<file path="src/rtl/shared_res_arbiter.sv">
// Purpose : round-robin owner arbitration for one shared sub_block; drives its select mux via gnt/gnt_id.
// Latency : req seen in IDLE -> gnt/busy on the next edge; done/req-drop -> 1 dead cycle (RELEASE) + 1 IDLE cycle.
// Backpr. : none; the owner holds the resource until done, req drop or (optionally) watchdog revoke.
//
// Ports   : clk, rst (sync, active-high)
//           req[NUM_REQ]   level request per client
//           done[NUM_REQ]  completion strobe, only the owner's bit matters
//           gnt[NUM_REQ]   registered one-hot grant, zero when unowned
//           gnt_id[ID_W]   binary owner index, meaningful while busy
//           busy           high while a grant is held
//           timeout_err    1-cycle pulse in the RELEASE cycle of a watchdog revoke
// Build   : define SHARED_RES_ARB_TIMEOUT_EN to build the hold counter/watchdog;
//           otherwise timeout_err is tied low and MAX_HOLD has no effect.

module shared_res_arbiter #(
  parameter int NUM_REQ  = 2,
  parameter int MAX_HOLD = 16,
  parameter int ID_W     = $clog2(NUM_REQ)
) (
  input  logic               clk,
  input  logic               rst,
  input  logic [NUM_REQ-1:0] req,
  input  logic [NUM_REQ-1:0] done,
  output logic [NUM_REQ-1:0] gnt,
  output logic [ID_W-1:0]    gnt_id,
  output logic               busy,
  output logic               timeout_err
);

  // Elaboration-time parameter legality checks.
  if (NUM_REQ < 2 || NUM_REQ > 8) begin : g_bad_num_req
    $error("shared_res_arbiter: NUM_REQ must be 2..8");
  end
  if (MAX_HOLD < 2 || MAX_HOLD > 255) begin : g_bad_max_hold
    $error("shared_res_arbiter: MAX_HOLD must be 2..255");
  end
  if (ID_W < 1 || ID_W < $clog2(NUM_REQ)) begin : g_bad_id_w
    $error("shared_res_arbiter: ID_W too narrow for NUM_REQ");
  end

  typedef enum logic [1:0] {
    ST_IDLE    = 2'd0,
    ST_GRANT   = 2'd1,
    ST_RELEASE = 2'd2
  } state_t;

  state_t             state_q, state_d;
  logic [ID_W-1:0]    owner_q, owner_d;
  logic [ID_W-1:0]    ptr_q, ptr_d;
  logic [NUM_REQ-1:0] gnt_q, gnt_d;
  logic               busy_q, busy_d;
  logic               tmo_q, tmo_d;

  logic               own_done;
  logic               own_req;
  logic               hold_max;

  assign own_done = done[owner_q];
  assign own_req  = req[owner_q];

  // Round-robin search: candidate index walks from ptr upward, wrapping at
  // NUM_REQ. One extra bit keeps the sum from aliasing for non-power-of-2 sizes.
  logic [ID_W:0]   cand;
  logic [ID_W-1:0] win_id;
  logic            win_vld;

  always_comb begin
    win_vld = 1'b0;
    win_id  = '0;
    cand    = '0;
    for (int i = 0; i < NUM_REQ; i++) begin
      cand = {1'b0, ptr_q} + (ID_W+1)'(i);
      if (cand >= (ID_W+1)'(NUM_REQ)) begin
        cand = cand - (ID_W+1)'(NUM_REQ);
      end
      if (!win_vld && req[cand[ID_W-1:0]]) begin
        win_vld = 1'b1;
        win_id  = cand[ID_W-1:0];
      end
    end
  end

  // Next search start is the client after the one just released.
  logic [ID_W:0] ptr_inc;

  always_comb begin
    ptr_inc = {1'b0, owner_q} + (ID_W+1)'(1);
    if (ptr_inc >= (ID_W+1)'(NUM_REQ)) begin
      ptr_inc = '0;
    end
  end

`ifdef SHARED_RES_ARB_TIMEOUT_EN
  // Counts consecutive GRANT cycles: 1 on the first, MAX_HOLD on the last allowed.
  logic [7:0] hold_cnt_q, hold_cnt_d;

  assign hold_max = (hold_cnt_q == 8'(MAX_HOLD));

  always_comb begin
    hold_cnt_d = '0;
    if (state_d == ST_GRANT) begin
      hold_cnt_d = (state_q == ST_GRANT) ? hold_cnt_q + 8'd1 : 8'd1;
    end
  end

  always_ff @(posedge clk) begin
    if (rst) begin
      hold_cnt_q <= '0;
    end else begin
      hold_cnt_q <= hold_cnt_d;
    end
  end
`else
  assign hold_max = 1'b0;
`endif

  always_comb begin
    state_d = state_q;
    owner_d = owner_q;
    ptr_d   = ptr_q;
    gnt_d   = gnt_q;
    busy_d  = busy_q;
    tmo_d   = 1'b0;
    case (state_q)
      ST_IDLE: begin
        gnt_d  = '0;
        busy_d = 1'b0;
        if (win_vld) begin
          owner_d = win_id;
          gnt_d   = NUM_REQ'(1) << win_id;
          busy_d  = 1'b1;
          state_d = ST_GRANT;
        end
      end
      ST_GRANT: begin
        // done/req-drop are checked first so a coincident done beats the watchdog.
        if (own_done || !own_req) begin
          gnt_d   = '0;
          busy_d  = 1'b0;
          state_d = ST_RELEASE;
        end else if (hold_max) begin
          gnt_d   = '0;
          busy_d  = 1'b0;
          tmo_d   = 1'b1;
          state_d = ST_RELEASE;
        end
      end
      ST_RELEASE: begin
        gnt_d   = '0;
        busy_d  = 1'b0;
        ptr_d   = ptr_inc[ID_W-1:0];
        state_d = ST_IDLE;
      end
      default: begin
        gnt_d   = '0;
        busy_d  = 1'b0;
        state_d = ST_IDLE;
      end
    endcase
  end

  always_ff @(posedge clk) begin
    if (rst) begin
      state_q <= ST_IDLE;
      owner_q <= '0;
      ptr_q   <= '0;
      gnt_q   <= '0;
      busy_q  <= 1'b0;
      tmo_q   <= 1'b0;
    end else begin
      state_q <= state_d;
      owner_q <= owner_d;
      ptr_q   <= ptr_d;
      gnt_q   <= gnt_d;
      busy_q  <= busy_d;
      tmo_q   <= tmo_d;
    end
  end

  assign gnt         = gnt_q;
  assign gnt_id      = owner_q;
  assign busy        = busy_q;
  assign timeout_err = tmo_q;

endmodule

</file>
<file path="config.mk">
export PLATFORM = sky130hd
export DESIGN_NAME = shared_res_arbiter
export DESIGN_NICKNAME = d
export VERILOG_FILES = /design/src/rtl/shared_res_arbiter.sv
export SDC_FILE = /design/constraint.sdc
export NUM_CORES = 1
export LEC_CHECK = 0
export ABC_AREA = 1
export CAP_MARGIN = 0
export CORE_AREA = 2 2 39 41
export DETAILED_ROUTE_END_ITERATION = 8
export DIE_AREA = 0 0 41 43
export HOLD_SLACK_MARGIN = 0.02
export MAX_ROUTING_LAYER = met4
export PLACE_DENSITY = 0.58
export SLEW_MARGIN = 20
export SYNTH_ARGS = -nofsm -noshare
export SYNTH_HDL_FRONTEND = slang
export SYNTH_SLANG_ARGS = --single-unit
</file>
<file path="constraint.sdc">
create_clock -name clk -period 0.95 [get_ports clk]
set_input_delay 0.19 -clock clk [delete_from_list [all_inputs] [get_ports clk]]
set_output_delay 0.19 -clock clk [all_outputs]
set_load 0.1 [all_outputs]
</file>
==> reports/results.env <==
FINAL-HOLD-VIOLATION-COUNT=0
RUN_STATUS='complete, but fails checks'
SWSHARE_PCT=34.9
WORST-PATH-STAGES=1
PLACE.GP.CONGESTION=0.769
DATA_REQUIRED_TIME_AT_THE_WORST_ENDPOINT_PS=760
CAP_VIOL_MAX_COUNT=0
SYNTH.AREA.TOP_CELLS='sky130_fd_sc_hd__dfxtp_1 44%, sky130_fd_sc_hd__a21oi_1 9.5%, sky130_fd_sc_hd__nand3_1 7.9%'
CTS_BUFFERS=3
SYNTH.LIB_CELLS_USED.DISTINCT=15
REPORT.POWER.TOTAL_mW=0.888
COUNT_OF_CELLS_ALONG_THE_WORST_HOLD_PATH=4
FINALWORSTPATHREQUIREDPERIOD_PS=987
FLOORPLAN.DIE.WIDTH_UM=41
FIN_WS_PS=-37.4
CLOCK_POWER_SHARE_PCT=30.4
POWER-PER-CELL-AREA_mW_PER_MM2=1710
PWR-SHARE-SEQ_PCT=38.8
GLOBAL_ROUTE_WIRE_LENGTH_BEFORE_REPAIR_UM=1010
TIMING_MAX_TRANSITION_VIOLATIONS_FINAL=0
POST-CTS-SETUP-BUFFERS=0
DRC=0
PLACEMENT.IO_BUFFERS=9
POST_ROUTE_CELLS_DRIVE_ABOVE_1_SHARE_PCT=47.2
DR_TOTAL_VIAS=284
FP.DIEH_UM=43
DETAIL_ROUTE.WIRELENGTH_UM=637
FLOW.AREA_GROWTH_FROM_SYNTHESIS_PCT=64.3
INTERNAL_POWER_mW=0.578
DETAILED_PLACE.AREA_UM2=485
ROUTED_VIA_DENSITY=4.12
TIMING.FMAX_MHz=1010
FLOORPLAN.IO_PINS=11
NETS=60
SYNTH.YOSYS.SEQ_AREA_SHARE_PCT=44.4
NUMBER_OF_DRC_MARKERS_AFTER_THE_INITIAL_DETAILED_ROUTE_ITERATION=0
HOLD_PATH_END='state_q[1]'
ANTENNA_FOUND_INITIAL=0
REG2REGPATHDEPTH=4
DP_HPWL_UM=484
MULTIINPUTGATEAREA_UM2=163
MAX-VDD-IR-DROP_mV=0.765
CLK_TRANSITION_REPORTED_PATHS_PS=60
TIMING.FINAL.CRIT_SHARE_PCT=104
SYNTH-SEQ-CELLS=7
NETLIST_AREA_UM2=315
GLOBALROUTEOVERFLOWTOTAL=0
WORST_PATH_LARGEST_CELL_DELAY_PS=380
CLK_PATH_BUF_DEPTH=2
STD_CELL_ROWS=14
POST_DRT_WL_PER_CELL_UM=9.23
CRIT_BUF_INV=1
LARGEST_NET_DEGREE_AT_THE_START_OF_GLOBAL_ROUTING=6
NET_SW_POWER_mW=0.309
R2R_SLACK_PS=70
DIE_AREA_MM2=0.00176
UNREPAIRED_SETUP_ENDPOINTS_AFTER_GLOBAL_ROUTING='true'
GRTUSAGETOTAL_PCT=9.18
STATIC_LEAKAGE_nW=0.207
CLOCK_SKEW_PS=6.31
ANTENNADIODECOUNT=0
REG2REG_TO='busy'
TIMING.CRITICAL_PATH.FROM_TYPE='flip-flop'
SETUP.WORST_PATH.END_CLASS='output port'
CTS_NUM_SINKS=7
SYN-NUM-NETS=45
SYN_INST=39
MIN-DELAY-PATH-CLASS='primary input to flip-flop'
CRITICAL-PATH-TOP-DELAY-FAMILY='flip-flops'
INSERTION_DELAY_PS=250
CORE_MM2=0.00138
AREA.SEQUENTIAL_UM2=148
CRITPATHARRIVALTIME_PS=800
SETUP_VIOL_COUNT_FINAL=4
SYNTHDOMINANTCELLAREASHARE_PCT=44.4
WORST-PATH-MAX-FANOUT=4
DRTPASS1ITERATIONS=1
CLOCK_TREE_FROM_TRITONCTS='built'
WORST_HOLD_STARTPOINT='req[0]'
YOSYSWARNINGS=0
POST-SYNTH-TOP-AREA-CELL='sky130_fd_sc_hd__dfxtp_1'
COMB_POWER_SHARE_PCT=30.8
CLK_ROOT_BUFFER_CELL='sky130_fd_sc_hd__clkbuf_4'
FAILED_CHECKS='negative setup slack'
MAX_STAGE_DELAY_CELL_WORST_PATH='sky130_fd_sc_hd__dfxtp_4'
REGTOREGSTARTPOINT='state_q[0]'
HTREE_LEVELS=1
FINAL_CELL_AREA_UM2=518
POSTROUTEANTENNANETS=0
PATH_CLASS='flip-flop to output port'
INITIAL_UTILIZATION_PCT=22.8
SYNTH_AREA_PER_CELL_UM2=8.08
TIMING.CRITICAL_PATH.CELLS='buf_12'
FILLCELLCOUNT=149
GRT_PASS1_VIAS=279
state kept, by name, indices dropped and copies added (netlist names):
name,flops
gnt_id,1
busy,1
gnt,2
ptr_q,1
state_q,2
worst reg2reg max path, cell delays in order (launching register included):
cell	delay [ps]
sky130_fd_sc_hd__dfxtp_1	360
sky130_fd_sc_hd__inv_2	70
sky130_fd_sc_hd__nor2_2	150
sky130_fd_sc_hd__nand3_1	110
sky130_fd_sc_hd__a21oi_2	120
cells by family (layout without fill, tap and decap cells):
| kind of cell | count (synthesis) | count (layout) | synth area share (%) |
|---|---|---|---|
| simple gates | 17 | 17 | 29.8 |
| compound gates | 8 | 8 | 16.3 |
| other cells | 1 | 1 | 1.19 |
| flops | 7 | 7 | 44.4 |
| buf+inv | 6 | 20 | 8.33 |
worst max path at each step:
stage	slack, ps	startpoint	endpoint
floorplan	-50	gnt_id	gnt[1]
global placement	-280	req[1]	gnt_id
detailed placement	-280	req[1]	gnt_id
CTS	-50	gnt_id	gnt_id
global route	-80	gnt_id	gnt_id
finish	-40	gnt_id	gnt_id
placed cells by master (no fill, tap or decap), drive strengths merged:
cell type / instances
clkbuf: 4
buf: 6
nor4: 1
dfxtp: 7
dlygate4sd2: 2
a21oi: 7
nand2: 7
nand3: 6
inv: 5
nor2: 2
clkdlybuf4s50: 3
conb: 1
o211ai: 1
or2: 1
synthesized netlist by cell type (all sizes together):
cell and n:
o211ai 1, a21oi 7, or2 1, nor4 1, inv 5, conb 1, nand2 7, nand3 6
nor2 2, buf 1, dfxtp 7
power by group through the flow:
stage	Clock (mW)	Sequential, mW	Combinational [mW]
detailed placement	0	0.351	0.272
floorplan	0	0.434	0.0856
global placement	0	0.350	0.272
finish	0.270	0.344	0.274
global route	0.312	0.347	0.288
CTS	0.285	0.345	0.270
cell type report:
type	instances	share of cell area [%]
flip-flops and latches	7	28.5
well taps	16	3.86
repair buffers	11	27.5
inverters	5	3.62
multi-input cells	26	31.4
clock buffers	4	5.07
what timing repair did:
action                     4_1_cts  5_1_grt
hold buffers                     0        0
resized for setup                2        2
setup endpoints to repair        7        6
hold endpoints to repair         0        0
stage by stage:
step	hold slack (ps)	std cells	setup TNS (ps)	util (%)	setup WS, ps
after floorplan	243	39	-158	-	-49.9
after global placement	478	65	-1470	35.1	-281
after detailed placement	488	65	-1510	35.1	-283
after CTS	466	69	-129	36.8	-54.2
after global routing	490	69	-216	37.4	-79.6
final	468	69	-62.7	37.4	-37.4
routing by layer:
metal  share of wire (%)  track usage, %
met5                   0               -
met2                  43            10.6
met4                   0            10.0
met3                 5.7            1.57
met1                  51            12.0
No activity file was read; power rests on OpenSTA's default activity.
